File: src/rtl/dco_idc.sv
// Digitally controlled oscillator with a K-counter loop filter that trims the output period.
// Optional lock detector is enabled with `define DCO_IDC_LOCK_DETECT_EN.
module dco_idc #(
    parameter int CNT_W    = 8,
    parameter int P_NOM    = 20,
    parameter int P_MIN    = 8,
    parameter int P_MAX    = 200,
    parameter int K        = 4,
    parameter int STEP     = 1,
    parameter int LOCK_CNT = 8
) (
    input  logic             clk,
    input  logic             rst_n,
    input  logic             lead,
    input  logic             lag,
    input  logic             ref_rise,
    output logic             ctrl_signal,
    output logic [CNT_W-1:0] period,
    output logic             carry,
    output logic             borrow
`ifdef DCO_IDC_LOCK_DETECT_EN
    ,
    output logic             locked
`endif
);

    // kcnt spans -K..+K, so one extra bit beyond the magnitude for the sign
    localparam int KW = $clog2(K + 1) + 1;
    localparam logic signed [KW-1:0] K_POS = KW'(K);
    localparam logic signed [KW-1:0] K_NEG = KW'(-K);
    localparam logic signed [KW-1:0] K_ONE = KW'(1);
    localparam logic [CNT_W-1:0] ONE     = CNT_W'(1);
    localparam logic [CNT_W-1:0] NOM_N   = CNT_W'(P_NOM);
    localparam logic [CNT_W-1:0] MIN_N   = CNT_W'(P_MIN);
    localparam logic [CNT_W-1:0] MAX_N   = CNT_W'(P_MAX);
    localparam logic [CNT_W:0]   MIN_X   = (CNT_W + 1)'(P_MIN);
    localparam logic [CNT_W:0]   MAX_X   = (CNT_W + 1)'(P_MAX);
    localparam logic [CNT_W:0]   STEP_X  = (CNT_W + 1)'(STEP);

    logic [CNT_W-1:0]     cnt_q, cnt_d;
    logic [CNT_W-1:0]     period_tgt_q, period_tgt_d;
    logic [CNT_W-1:0]     period_act_q, period_act_d;
    logic signed [KW-1:0] kcnt_q, kcnt_d, kcnt_up, kcnt_dn;
    logic                 ctrl_q, ctrl_d;
    logic                 carry_q, carry_d;
    logic                 borrow_q, borrow_d;
    logic                 wrap, vote_up, vote_dn;
    logic [CNT_W:0]       tgt_x, dec_x, inc_x;

    // NOTE: every signal assigned in this block gets a default first, so no latch can be inferred.
    always_comb begin
        wrap         = (cnt_q == period_act_q - ONE);
        cnt_d        = wrap ? '0 : cnt_q + ONE;
        ctrl_d       = (cnt_q < (period_act_q >> 1));
        // Period only changes at the wrap so the current half-period is never cut short
        period_act_d = wrap ? period_tgt_q : period_act_q;

        vote_up      = ref_rise & lag & ~lead;
        vote_dn      = ref_rise & lead & ~lag;
        kcnt_up      = kcnt_q + K_ONE;
        kcnt_dn      = kcnt_q - K_ONE;
        tgt_x        = {1'b0, period_tgt_q};
        dec_x        = tgt_x - STEP_X;
        inc_x        = tgt_x + STEP_X;

        kcnt_d       = kcnt_q;
        period_tgt_d = period_tgt_q;
        carry_d      = 1'b0;
        borrow_d     = 1'b0;

        if (vote_up) begin
            if (kcnt_up == K_POS) begin
                kcnt_d       = '0;
                carry_d      = 1'b1;
                period_tgt_d = (tgt_x < MIN_X + STEP_X) ? MIN_N : dec_x[CNT_W-1:0];
            end else begin
                kcnt_d = kcnt_up;
            end
        end else if (vote_dn) begin
            if (kcnt_dn == K_NEG) begin
                kcnt_d       = '0;
                borrow_d     = 1'b1;
                period_tgt_d = (inc_x > MAX_X) ? MAX_N : inc_x[CNT_W-1:0];
            end else begin
                kcnt_d = kcnt_dn;
            end
        end
    end

    // NOTE: state registers use non-blocking assignments so every flop samples pre-edge values.
    always_ff @(posedge clk or negedge rst_n) begin
        if (!rst_n) begin
            cnt_q        <= '0;
            period_tgt_q <= NOM_N;
            period_act_q <= NOM_N;
            kcnt_q       <= '0;
            ctrl_q       <= 1'b0;
            carry_q      <= 1'b0;
            borrow_q     <= 1'b0;
        end else begin
            cnt_q        <= cnt_d;
            period_tgt_q <= period_tgt_d;
            period_act_q <= period_act_d;
            kcnt_q       <= kcnt_d;
            ctrl_q       <= ctrl_d;
            carry_q      <= carry_d;
            borrow_q     <= borrow_d;
        end
    end

    assign ctrl_signal = ctrl_q;
    assign period      = period_act_q;
    assign carry       = carry_q;
    assign borrow      = borrow_q;

`ifdef DCO_IDC_LOCK_DETECT_EN
    localparam int LW = $clog2(LOCK_CNT + 1);
    localparam logic [LW-1:0] LOCK_N = LW'(LOCK_CNT);

    logic [LW-1:0] lock_q, lock_d;

    // Any phase error or period step restarts the in-phase run
    always_comb begin
        lock_d = lock_q;
        if ((ref_rise & (lead | lag)) | carry_q | borrow_q) begin
            lock_d = '0;
        end else if (ref_rise && lock_q != LOCK_N) begin
            lock_d = lock_q + LW'(1);
        end
    end

    always_ff @(posedge clk or negedge rst_n) begin
        if (!rst_n) begin
            lock_q <= '0;
        end else begin
            lock_q <= lock_d;
        end
    end

    assign locked = (lock_q == LOCK_N);
`endif

endmodule

File: config.mk
export PLATFORM = sky130hd
export DESIGN_NAME = dco_idc
export DESIGN_NICKNAME = d
export VERILOG_FILES = /design/src/rtl/dco_idc.sv
export SDC_FILE = /design/constraint.sdc
export NUM_CORES = 1
export LEC_CHECK = 0
export CAP_MARGIN = 20
export CORE_ASPECT_RATIO = 1.2
export CORE_MARGIN = 1
export CORE_UTILIZATION = 30
export DETAILED_ROUTE_END_ITERATION = 10
export PLACE_DENSITY = 0.54
export SLEW_MARGIN = 25
export SYNTH_ARGS = -nofsm -noshare
export SYNTH_HDL_FRONTEND = slang
export SYNTH_SLANG_ARGS = --single-unit
File: constraint.sdc
create_clock -name clk -period 2.6 [get_ports clk]
set_input_delay 0.26 -clock clk [delete_from_list [all_inputs] [get_ports clk]]
set_output_delay 0.26 -clock clk [all_outputs]
set_load 0.05 [all_outputs]
# Word-level counts from Yosys, hierarchy flattened
# Cells that the tools add are included.
[op_classes] add_sub_neg=6 magnitude_cmp=3 eq_ne=4 n_mux=16 bitwise=6 reduce_logical=3
[op_table] operator="8-bit two-way mux" count=7
[op_table] operator="4-bit two-way mux" count=4
[op_table] operator="8-bit by 1-bit subtractor with 8-bit output, second input constant" count=2
[op_table] operator="8-bit by 1-bit adder with 9-bit output, second input constant" count=1
[op_table] operator="9-bit by 8-bit > comparator with 1-bit output, second input constant" count=1
[op_table] operator="8-bit by 1-bit adder with 8-bit output, second input constant" count=1
[op_table] operator="8-bit equality test" count=1
[op_table] operator="8-bit by 4-bit less-than comparator with 1-bit output, second input constant" count=1
[op_table] operator="8-bit by 7-bit less-than comparator with 1-bit output" count=1
[op_table] operator="1-bit two-way mux" count=5
[op_table] operator="4-bit by 2-bit adder with 4-bit output, second input constant" count=1
[op_table] operator="1-bit bitwise AND" count=4
[op_table] operator="4-bit by 3-bit equality test with 1-bit output, second input constant" count=1
[op_table] operator="4-bit equality test, second input constant" count=1
[op_table] operator="2-bit nonzero test" count=2
[op_table] operator="4-bit by 2-bit subtractor with 4-bit output, second input constant" count=1
[op_table] operator="3-bit AND reduction" count=1
[op_table] operator="2-bit by 1-bit inequality test with 1-bit output, second input constant" count=1
[op_table] operator="1-bit NOT" count=2
[word_totals] reg_bits=31 elab_cells=45

# Longest topological paths before layout
[logic_depth] depth_word=6 ltp_mapped=10 ltp_nobuf=8

# Worst setup path before layout
# Ideal clock, no wire load.
[synth_path] kind="register to register" from="register period_act_q[0] (netlist: period[0])" to="register period_act_q[3] (netlist: period[3])" arrival_ps=2420 required_ps=2475 setup_slack_ps=55 stages_incl_launch_ff=8 path_buffers=0 path_cell_list="dfrtp_1 > inv_1 > ha_1 > nand2b_1 > a311oi_1 > o211ai_1 > nor3_2 > mux2_2"
[synth_via] elab_chain_len=2
[synth_lines] item="start, declared" line="42" text="logic [CNT_W-1:0] period_act_q, period_act_d;"
[synth_lines] item="start signal, assigned" line="103" text="period_act_q <= period_act_d;"
[synth_lines] item="8-bit by 1-bit subtractor with 8-bit output" line="52" text="wrap = (cnt_q == period_act_q - ONE);"
[synth_lines] item="8-bit equality test" line="52"
# No other way between the ends.
# A chain may end at the register's enable or synchronous reset.

# Worst setup path after layout
[layout_path] from="register period_act_q[1] (netlist: period[1])" to="register period_act_q[7] (netlist: period[7])"
# The elaborated chain is that of the path after synthesis.

==> metrics.log <==
[metrics] result of the run: completed
[metrics] Inserted Diodes: 0
[metrics] via count of the first global-routing pass: slightly below 2000
[metrics] number of DRC markers in iteration 0: approximately 70
[metrics] Min-Delay Path Class: in -> async
[metrics] nature of the critical path startpoint: flop
[metrics] detailed-route wire length per cell: roughly 14 um
[metrics] Gates resized, CTS repair: 0
[metrics] post-CTS clock slew at the launch and capture registers of the worst setup and hold paths: around 0.07 ns
[metrics] post-CTS setup buffers: 0
[metrics] number of primary I/O pins: 16
[metrics] Tot Pwr: ~0.0017 W
[metrics] final RePlAce weighted congestion: between 0.8 and 0.9
[metrics] clock root cell: clkbuf_8
[metrics] antenna violations before repair: 0
[metrics] count of non-filler cells in the finished layout: between 300 and 400
[metrics] Area contributors post-synth: dfrtp_1 (29%), ha_1 (7.5%), nor2_1 (5.0%)
[metrics] area share of the leading cell type in the synthesized netlist: 0.290
[metrics] setup repair after global routing missed its margin: false
[metrics] Synth cell types: 55
[metrics] Commonest cells post-synth: nor2_1 (31), dfrtp_1 (27), inv_1 (15), nand2_1 (15), ha_1 (14)
[metrics] Worst R2R Path Depth: 9
[metrics] type of destination of the critical path: flop
[metrics] proportion of layout cells with a drive suffix above 1: 0.138
[metrics] number of nets produced by synthesis: roughly 290
[metrics] total placed cells including tap cells: 372
[metrics] maximum level of the CTS H-tree: 2
[metrics] Core Area: 0.00740 sq mm
[metrics] sequential element share of the synthesized area: 0.335
[metrics] Routed Antenna Nets: 0
[metrics] final net count: just over 300
[metrics] Ys Warns: 0
[metrics] final wirelength: ~5400 um
[metrics] remaining max-slew budget at the tightest pin: 0.598
[metrics] cell with the most instances after synthesis: nor2_1
[metrics] sum of negative setup slack: 0 ns
[metrics] CTS sink cnt: 31
[metrics] Bufs on Longest Clock Path: 2
[metrics] effective utilization at floorplan: 0.315
[metrics] Vert. Die Dim: between 90 and 100 um
[metrics] Syn Area/Cell: 8.70 sq um
[metrics] via density per instance: roughly 5.4
[metrics] Critical Setup Path Class: reg -> reg
[metrics] Post-synth ARST share: 1.00
[metrics] floorplan row count: 34
[metrics] worst clock skew: about 0.010 ns
[metrics] transition at the pin with the smallest max-transition slack: around 0.6 ns
[metrics] Pwr per Cell Area: 621 mW/mm^2
[metrics] CTS tree: built
[metrics] endpoints failing setup: 0
[metrics] share of the core filled with cells in the final layout: 0.373
[metrics] final hold viol count: 0
[metrics] fin. max-slew vios: 0
[metrics] hold bufs inserted after CTS: 0
[metrics] signal arrival time at the worst endpoint: about 2.6 ns
[metrics] number of port buffers: 15
[metrics] EDFF count, synth: 0
[metrics] Overflow after GRT: 0
[metrics] time the worst path needs with I/O delays and setup: between 2 and 2.5 ns
[metrics] CTS Buf Count: 5
[metrics] maximum clock frequency: around 420 MHz
[metrics] P&R area growth vs syn: 18.2%
[metrics] area enclosed by the die boundary: roughly 0.0081 sq mm
[metrics] cell type with the highest aggregate area in the netlist: dfrtp_1
[metrics] highest fanout seen on the critical path: 15
[metrics] number of vias in the routed layout: 2062
[metrics] pre-CTS setup slack: between 0.2 and 0.25 ns
[metrics] Max Cap Viol: 0
[metrics] Remaining DRCs: 0
[metrics] standby leakage power: 1.08 nW
[metrics] Worst EP required: ~2.8 ns
[metrics] minimum setup slack in the final design: 0.222 ns
[metrics] share of the clock period used by the worst path after layout: 0.915
[metrics] DR pass1 iterations: 4
[metrics] dpl hpwl: 3940 um
[metrics] number of fillers in the final layout: roughly 800
[metrics] first-pass GRT wire length: 9330 um
[metrics] cell count after synthesis: 268
[metrics] combined area of all synthesized cells: 0.00233 sq mm
[metrics] Peak supply drop: ~290 uV
[metrics] register bit count reported by yosys: 31
[metrics] pin count of the biggest net entering global routing: 32
[metrics] later-pin clock latency in the skew report: 0.29 ns
[metrics] total routing resource utilization after global routing: 0.148
[metrics] Die X-Extent: roughly 82 um
[metrics] most instantiated flip-flop cell in the synthesis netlist: dfrtp_1
[area by class of cell]
class | count | area (sq um) | share of cell area
clock inverters | 3 | 43.8 | 0.0159
well taps | 90 | 113 | 0.0408
repair buffers | 29 | 268 | 0.0971
inverters | 15 | 56.3 | 0.0204
flip-flops and latches | 31 | 781 | 0.283
clock buffers | 5 | 68.8 | 0.0250
multi-input cells | 207 | 1430 | 0.518
[power by group]
part           switching (W)  internal (W)
Sequential         0.0000874      0.000540
Clock               0.000202      0.000285
Combinational       0.000342      0.000255
Total               0.000632       0.00108
[layer usage]
layer  part of all wire  GRT usage  vias to the layer above  wire (um)
li1                   -          -                     1020          -
met1               0.47      0.193                      986       2570
met2               0.48      0.238                       45       2620
met3              0.024     0.0194                       11        130
met4              0.022     0.0690                        0        122
met5                  0          0                        -          0
[cells by family (layout without fill, tap and decap cells)]
logic type,after synthesis,count (layout),share of synthesized area
flops,31,31,0.335
buf+inv,30,52,0.0531
xor+xnor,18,18,0.0708
mux,9,9,0.0408
simple gates,102,102,0.231
compound gates,64,64,0.195
fa+ha+maj,14,14,0.0751
[cells in the final DEF (no fill, tap or decap), drive strengths merged, types with 8 or more instances in the layout]
cell type,n
nor2,31
dfrtp,27
inv,15
nand2,15
clkdlybuf4s50,15
ha,14
buf,14
nand3,13
a21oi,11
nand2b,10
o21ai,10
xnor2,9
xor2,9
a31oi,8
nor3,8
[through the flow]
stage               cell area [sq um]  hold WS (ns)
finish                           2760         0.364
global route                     2760         0.419
CTS                              2760         0.376
detailed placement               2650         0.545
global placement                 2650         0.537
floorplan                        2330       -0.0356
[flip-flops by register name, indices dropped and copies added, names as in the netlist]
signal / cells
borrow: 1
kcnt_q: 4
ctrl_signal: 1
period: 8
cnt_q: 8
period_tgt_q: 8
carry: 1
[worst paths after layout]
check | start | to | slack [ns]
worst max-delay path | period[1] | period[7] | 0.22
worst min-delay path | rst_n | kcnt_q[1] | 0.36
worst max register to register | period[1] | period[7] | 0.22
worst min register to register | period[0] | period[0] | 0.57
max in group asynchronous | rst_n | period[4] | 1.89
min in group clk | period[0] | period[0] | 0.57
[critical path, stage by stage, from the launching register on]
cell,delay [ns]
dfrtp_1,0.43
inv_1,0.09
ha_1,0.28
nand2b_1,0.16
a21oi_1,0.07
a311oi_1,0.26
o211ai_1,0.18
nor3_2,0.28
buf_12,0.18
mux2_2,0.33
(Power assumes the default switching activity.)
